$ cat config.mk
export PLATFORM = sky130hd
export DESIGN_NAME = alu_exec_stage
export DESIGN_NICKNAME = d
export VERILOG_FILES = /design/src/rtl/alu_exec_stage_pkg.sv /design/src/rtl/alu_core.sv /design/src/rtl/alu_exec_stage.sv
export SDC_FILE = /design/constraint.sdc
export NUM_CORES = 1
export LEC_CHECK = 0
export BUFFER_PORTS_ARGS = -buffer_cell sky130_fd_sc_hd__buf_2
export CORE_AREA = 4 4 150 152
export CTS_CLUSTER_SIZE = 40
export DETAILED_ROUTE_END_ITERATION = 12
export DIE_AREA = 0 0 154 156
export PLACE_DENSITY = 0.58
export SLEW_MARGIN = 10
export SYNTH_ARGS = -nofsm -noshare
export SYNTH_HDL_FRONTEND = slang
export SYNTH_HIERARCHICAL = 1
export SYNTH_SLANG_ARGS = --single-unit
$ cat constraint.sdc
create_clock -name clk -period 8 [get_ports clk]
set_clock_uncertainty 0.15 [all_clocks]
set_input_delay 0.4 -clock clk [delete_from_list [all_inputs] [get_ports clk]]
set_output_delay 0.4 -clock clk [all_outputs]
set_load 0.03 [all_outputs]
$ cat src/rtl/alu_exec_stage_pkg.sv
// Shared ALU operation encodings, used by the decoder and the execute stage.
package alu_exec_stage_pkg;
    localparam logic [2:0] ALU_ADD = 3'b000;
    localparam logic [2:0] ALU_SUB = 3'b001;
    localparam logic [2:0] ALU_AND = 3'b010;
    localparam logic [2:0] ALU_OR  = 3'b011;
    localparam logic [2:0] ALU_SLT = 3'b101;
endpackage

$ cat src/rtl/alu_core.sv
// Combinational ALU: add/sub/and/or/slt. Undefined codes give result 0 and flag illegal.
module alu_core
    import alu_exec_stage_pkg::*;
#(
    parameter int WIDTH = 32
) (
    input  logic [WIDTH-1:0] src_a,
    input  logic [WIDTH-1:0] src_b,
    input  logic [2:0]       alu_control,
    output logic [WIDTH-1:0] result,
    output logic             illegal
);
    logic w_lt;

    // Signed compare is overflow-correct, unlike taking the sign of a-b.
    assign w_lt = $signed(src_a) < $signed(src_b);

    always_comb begin
        result  = '0;
        illegal = 1'b0;
        case (alu_control)
            ALU_ADD: result = src_a + src_b;
            ALU_SUB: result = src_a - src_b;
            ALU_AND: result = src_a & src_b;
            ALU_OR:  result = src_a | src_b;
            ALU_SLT: result = {{(WIDTH-1){1'b0}}, w_lt};
            default: illegal = 1'b1;
        endcase
    end
endmodule

$ cat src/rtl/alu_exec_stage.sv
// Registered ALU execute stage with valid/ready handshake and flush.
// Optional one-entry skid buffer (registered in_ready) under `ALU_EXEC_SKID_EN.
module alu_exec_stage
    import alu_exec_stage_pkg::*;
#(
    parameter int WIDTH = 32
) (
    input  logic             clk,
    input  logic             reset,
    input  logic             in_valid,
    output logic             in_ready,
    input  logic [2:0]       alu_control,
    input  logic [WIDTH-1:0] src_a,
    input  logic [WIDTH-1:0] src_b,
    input  logic             flush,
    output logic             out_valid,
    input  logic             out_ready,
    output logic [WIDTH-1:0] alu_result,
    output logic             zero,
    output logic             illegal
);
    logic [WIDTH-1:0] w_res;
    logic             w_ill;
    logic             w_accept;

    logic             r_out_valid;
    logic [WIDTH-1:0] r_result;
    logic             r_zero;
    logic             r_illegal;

    alu_core #(.WIDTH(WIDTH)) u_core (
        .src_a       (src_a),
        .src_b       (src_b),
        .alu_control (alu_control),
        .result      (w_res),
        .illegal     (w_ill)
    );

    assign w_accept = in_valid && in_ready && !flush;

`ifdef ALU_EXEC_SKID_EN
    logic             r_skid_valid;
    logic [WIDTH-1:0] r_skid_result;
    logic             r_skid_illegal;
    logic             r_in_ready;
    logic             w_out_free;

    assign w_out_free = !r_out_valid || out_ready;
    // r_in_ready tracks !skid_valid; reset gating keeps it low while reset is held.
    assign in_ready   = r_in_ready && !reset;

    always_ff @(posedge clk) begin
        if (reset) begin
            r_out_valid    <= 1'b0;
            r_result       <= '0;
            r_zero         <= 1'b1;
            r_illegal      <= 1'b0;
            r_skid_valid   <= 1'b0;
            r_skid_result  <= '0;
            r_skid_illegal <= 1'b0;
            r_in_ready     <= 1'b1;
        end else if (flush) begin
            r_out_valid  <= 1'b0;
            r_skid_valid <= 1'b0;
            r_in_ready   <= 1'b1;
        end else if (w_out_free) begin
            // in_ready is low whenever the skid is full, so no accept can collide here.
            if (r_skid_valid) begin
                r_out_valid  <= 1'b1;
                r_result     <= r_skid_result;
                r_zero       <= (r_skid_result == '0);
                r_illegal    <= r_skid_illegal;
                r_skid_valid <= 1'b0;
                r_in_ready   <= 1'b1;
            end else if (w_accept) begin
                r_out_valid <= 1'b1;
                r_result    <= w_res;
                r_zero      <= (w_res == '0);
                r_illegal   <= w_ill;
            end else begin
                r_out_valid <= 1'b0;
            end
        end else if (w_accept) begin
            r_skid_valid   <= 1'b1;
            r_skid_result  <= w_res;
            r_skid_illegal <= w_ill;
            r_in_ready     <= 1'b0;
        end
    end
`else
    assign in_ready = !r_out_valid || out_ready;

    always_ff @(posedge clk) begin
        if (reset) begin
            r_out_valid <= 1'b0;
            r_result    <= '0;
            r_zero      <= 1'b1;
            r_illegal   <= 1'b0;
        end else if (flush) begin
            r_out_valid <= 1'b0;
        end else if (w_accept) begin
            r_out_valid <= 1'b1;
            r_result    <= w_res;
            r_zero      <= (w_res == '0);
            r_illegal   <= w_ill;
        end else if (out_ready) begin
            r_out_valid <= 1'b0;
        end
    end
`endif

    assign out_valid  = r_out_valid;
    assign alu_result = r_result;
    assign zero       = r_zero;
    assign illegal    = r_illegal;
endmodule

Yosys cells after proc, flatten, opt, wreduce, memory -nomap -nowiden
Index checks and enable logic that the tools add are counted.
Word-level totals
  input bits: 72
  output and inout bits: 36
  logic and storage cells: 29
  register bits: 35
Cells by class
  eq/ne operators: 4
  bitwise logic cells: 3
  multiplexer cells: 4
  reductions and logical operators: 11
  add/sub/neg operators: 2
  order comparisons: 1
Operator list (number)
  32-bit case mux with 5 select lines: 1
  32-bit adder: 1
  32-bit AND: 1
  32-bit zero test: 1
  32-bit < comparator: 1
  32-bit OR: 1
  32-bit subtractor: 1
  3-bit by 2-bit equality test with 1-bit output, second input constant: 2
  5-bit OR reduction: 1
  3-bit by 1-bit equality test with 1-bit output, second input constant: 1
  3-bit equality test, second input constant: 1
  3-bit zero test: 1
  1-bit two-way mux: 3
  1-bit logical AND: 2
  1-bit zero test: 2
  2-bit AND reduction: 1
  2-bit nonzero test: 1
  2-bit OR reduction: 1
  1-bit logical OR: 1
  1-bit NOT: 1

Longest topological paths before layout
  word-level depth: 5
  depth in mapped cells: 17
  gate-level depth less buffers: 16

By module
Netlist, hierarchy kept.
Modules (own cells, without submodules)
  alu_core: cells an instance 738, area an instance 4822.1 um^2, sequential area each 0.0 um^2, instances 1
  alu_exec_stage: cells an instance 172, area an instance 1438.9 um^2, sequential area each 700.7 um^2, instances 1

Least setup slack after synthesis
OpenSTA, ideal clock, no wires.
  kind: input-to-reg
  from: in src_a[6]
  to: reg r_zero (netlist: zero)
  data required time: 7.755 ns
  arrival time: 3.292 ns
  setup time: 0.095 ns
  slack: 4.463 ns
  stages on the path: 15
  buffers on the path: 1
  cell sequence: inv_1 -> ha_1 -> buf_6 -> or4_4 -> nor2_2 -> o211ai_2 -> o41ai_4 -> nor3_2 -> o41ai_2 -> a21oi_1 -> xnor2_1 -> a211oi_1 -> nor4_1 -> nand4_1 -> o311ai_1
Between the ends
  cells in the longest elaborated chain, start to end: 3
  elaborated cells between the ends (all ways): 7
  those cells by class: add/sub (2); order compare (1); mux (1); bitwise (2); reduce/logical (1)
RTL lines
  start, declared: RTL line alu_exec_stage.sv:13  | input logic [WIDTH-1:0] src_a,
  32-bit subtractor or 32-bit adder (tied branches): RTL line alu_core.sv:23, alu_core.sv:22
  32-bit case mux with 5 select lines (*): RTL line alu_core.sv:21  | case (alu_control)
  via w_res[27]: RTL line alu_exec_stage.sv:22  | logic [WIDTH-1:0] w_res;
  32-bit zero test (*): RTL line alu_exec_stage.sv:104  | r_zero <= (w_res == '0);
  end signal, assigned: RTL line alu_exec_stage.sv:104
  end, declared: RTL line alu_exec_stage.sv:28  | logic r_zero;
The timed path passes the listed nets; every way through them passes the cells marked *.
A chain may end at the register's enable or synchronous reset.

Worst setup path after layout
Same ends and word-level chain as after synthesis.

==> flow_summary.rst <==
.. list-table::
   :header-rows: 1

   * - Metric
     - Value
   * - Outcome
     - completed
   * - Leakage power
     - ~0.0032 µW
   * - CP Buf/Inv Count
     - 2
   * - Port Buffers
     - roughly 110
   * - Average wire length per cell after detail routing
     - approximately 17 µm
   * - Number of storage elements in the synthesis netlist
     - 35
   * - Weighted congestion at the end of routability-driven global placement
     - 0.922
   * - Sequential fraction of the synthesis area
     - roughly 11%
   * - Drt via density
     - roughly 5.4
   * - Crit path largest cell delay
     - ~0.55 ns
   * - Number of antenna violations at the first check in global routing
     - 0
   * - Clock tree from TritonCTS
     - built
   * - Post-DP HPWL
     - between 15,000 and 20,000 µm
   * - Highest ir drop seen on vdd
     - 0.0000718 V
   * - Setup TNS
     - 0 ns
   * - Syn_nets
     - 1,091
   * - Area of the multi-input gates
     - between 4000 and 5000 µm²
   * - Largest fanout of any net on the critical path
     - 8
   * - Dominant cell type by area after synthesis
     - ha_1
   * - Layout cells sized above 1
     - approximately 14%
   * - Final critical path time including I/O delays and setup
     - around 4.2 ns
   * - Post-cts sizing count
     - 0
   * - Setup slack after layout
     - 3.82 ns
   * - Longest Clk Path Bufs
     - 2
   * - Area growth from synthesis to final layout
     - 12.0%
   * - Kind of start point of the critical path
     - input pin
   * - Overall die height
     - around 160 µm
   * - Number of post-CTS setup repair buffers
     - 0
   * - Origin of the worst setup path
     - src_a[6]
   * - Yosys warning count
     - 6
   * - Starting DRC count in detailed routing
     - 498
   * - Detail Route Antenna Nets
     - 0
   * - Endpoint type of the worst setup path
     - register
   * - Vias after detailed routing
     - roughly 6,700
   * - Post-Place Worst Slack
     - 3.55 ns
   * - Worst setup path endpoint
     - zero$_SDFFE_PP1P_
   * - Cell area after synthesis
     - roughly 6300 µm²
   * - Max transition margin
     - 43.9%
   * - Post-route DRC violation count
     - 0
   * - Number of enable flip-flop cells after synthesis
     - 0
   * - Core box area
     - 21,000 µm²
   * - GRT Residual Overflow
     - 0
   * - Reg2Reg Launch Point
     - out_valid$_SDFFE_PP0P_
   * - Post-synthesis instance total
     - 910
   * - Number of unique standard cell types used by synthesis
     - 76
   * - Die Wd
     - about 150 µm
   * - Area used by sequential logic in the layout
     - ~700 µm²
   * - Max Slew Vio Count
     - 0
   * - Antenna fix cells
     - 0
   * - Top FF cell, synth
     - dfxtp_1
   * - Inserted Clock Buffers
     - 5
   * - Final net count
     - between 1,000 and 1,500
   * - Avg Synthesized Cell Area
     - between 6 and 7 µm²
   * - Detailed-route wire length
     - roughly 21,000 µm
   * - Slew at the pin closest to its max-slew limit
     - 0.840 ns
   * - Number of buffers added to fix hold violations after cts
     - 0
   * - Crit path DAT
     - approximately 4.2 ns
   * - Number of inserted filler cells in the final layout
     - 2,314
   * - Share of Yosys cell area claimed by the top area cell type
     - around a fifth
   * - Clock sink total
     - 35
   * - Worst-path cell chain
     - buf_2 -> inv_1 -> ha_1 -> or4_4 -> nor2_2 -> o211ai_2 -> o41ai_4 -> nor3_2 -> o41ai_2 -> a21oi_1 -> xnor2_1 -> a211oi_1 -> nor4_1 -> nand4_1 -> o311ai_1
   * - Total power density per cell area
     - between 100 and 150 nW/µm²
   * - Die ar.
     - 24,000 µm²
   * - Via count of the first global-routing pass
     - ~6,500
   * - Period Utilization, post-route
     - about 52%
   * - Fraction of registers with async set/reset
     - 0%
   * - Total setup violations reported at the end of the flow
     - 0
   * - First-pass GRT wire length
     - ~34,000 µm
   * - H-tree levels
     - 2
   * - Count of boundary I/O pins
     - roughly 110
   * - CTS clk-pin slew, worst paths
     - approximately 0.060 ns
   * - Final hold vios
     - 0
   * - Tightest Hold Check Type
     - input pin to register
   * - Cell count of the worst reg-to-reg path
     - 4
   * - Most common cell after layout, fill and taps aside
     - a21oi_1
   * - Data required time at the worst endpoint
     - ~8.0 ns
   * - Worst skew pair latency
     - ~0.28 ns
   * - Cell family with most CP delay
     - compound AO/OA/AOI/OAI gates
   * - Top cells by area, synth
     - ha_1 (21%), dfxtp_1 (11%), a21oi_1 (9.1%)
   * - Crit Reg-Reg Endpoint
     - alu_result[16]$_SDFFE_PP0P_
   * - Clk Tree Root Cell
     - clkbuf_16
   * - Maximum number of pins on one net before global-route repair
     - between 60 and 70
   * - Cell with the largest stage delay on the worst path
     - or4_4
   * - Setup repair after global routing missed its margin
     - false
   * - CP Depth
     - 15
   * - Worst setup slack for register-to-register paths
     - just under 6 ns
   * - Fmax
     - between 200 and 250 MHz
   * - Number of max-capacitance violations reported
     - 0
   * - Global-route total usage across every layer
     - 16.8%
   * - # rows
     - 53
   * - Initial Utilization
     - approximately 30%
   * - Commonest cells after routing, fill and taps aside
     - a21oi_1 (114), buf_2 (107), ha_1 (107), inv_1 (97), nor2_1 (87)
   * - Critical setup path kind
     - input pin to register
   * - Number of optimization iterations in the first detailed-route pass
     - 5
   * - Pwr Total
     - slightly below 800 µW
[where the power goes]
part           leakage, µW  internal [µW]  total, µW  switching, µW
Combinational      0.00288            151        421            270
Sequential        0.000284            182        186           3.62
Clock            0.0000679            115        185           69.8
[cell type report]
cell class                 count  share of cell area (%)
multi-input combinational    718                    69.9
sequential                    35                    9.99
timing repair buffer         110                    7.96
inverter                      98                    5.25
tap                          275                    4.91
clock buffer                   7                    1.89
clock inverter                 1                  0.0714
[stage by stage]
step / std cells / instance area [µm²] / hold WS, ns / util, %
floorplan: 910 / 6260 / 0.329 / -
global placement: 1236 / 6870 / 0.312 / 32.7
detailed placement: 1236 / 6870 / 0.315 / 32.7
CTS: 1244 / 7010 / 0.167 / 33.4
global route: 1244 / 7010 / 0.176 / 33.4
finish: 1244 / 7010 / 0.171 / 33.4
[cells in the mapped netlist, drive strengths merged, types with 13 or more instances]
master	number
xnor2	25
nand3	45
nor2	88
buf	26
a21oi	115
ha	107
nand2	49
a211oi	13
inv	98
o221ai	15
nor3	24
clkbuf	33
o21ai	80
dfxtp	35
[worst reg2reg max path, stage by stage (launching register included)]
cell and delay, ns:
dfxtp_1 0.32, nor2b_4 0.63, inv_2 0.47, nand3_1 0.25, a21oi_1 0.08
[per-layer routing]
layer / global-route usage [%] / share of wire (%) / up-vias
met5: 0 / 0 / -
met4: 3.11 / 2.0 / 0
met3: 1.80 / 5.2 / 31
met2: 29.8 / 48 / 234
met1: 22.3 / 44 / 3115
li1: - / - / 3327
[worst min path at each step]
stage | startpoint | endpoint | slack (ns) | depth (start not counted)
floorplan | flush | out_valid$_SDFFE_PP0P_ | 0.33 | 1
global placement | alu_result[3]$_SDFFE_PP0P_ | alu_result[3]$_SDFFE_PP0P_ | 0.31 | 2
detailed placement | alu_result[0]$_SDFFE_PP0P_ | alu_result[0]$_SDFFE_PP0P_ | 0.32 | 2
CTS | flush | out_valid$_SDFFE_PP0P_ | 0.17 | 2
global route | flush | out_valid$_SDFFE_PP0P_ | 0.18 | 2
finish | flush | out_valid$_SDFFE_PP0P_ | 0.17 | 2
[cell families (layout without fill, tap and decap cells)]
family | count (synthesis) | after routing | share of synthesized area [%]
XOR/XNOR | 27 | 27 | 3.78
buffers and inverters | 157 | 216 | 10.5
AND/OR/NAND/NOR | 259 | 259 | 19.6
AO/OA/AOI/OAI | 318 | 318 | 32.1
multiplexers | 5 | 5 | 0.799
flip-flops | 35 | 35 | 11.2
adder cells (fa/ha/maj) | 109 | 109 | 22.0
[registers in the layout, indices dropped and copies added, names as in the netlist]
signal / flops
out_valid: 1
zero: 1
illegal: 1
alu_result: 32
No activity file was read; power rests on OpenSTA's default activity.
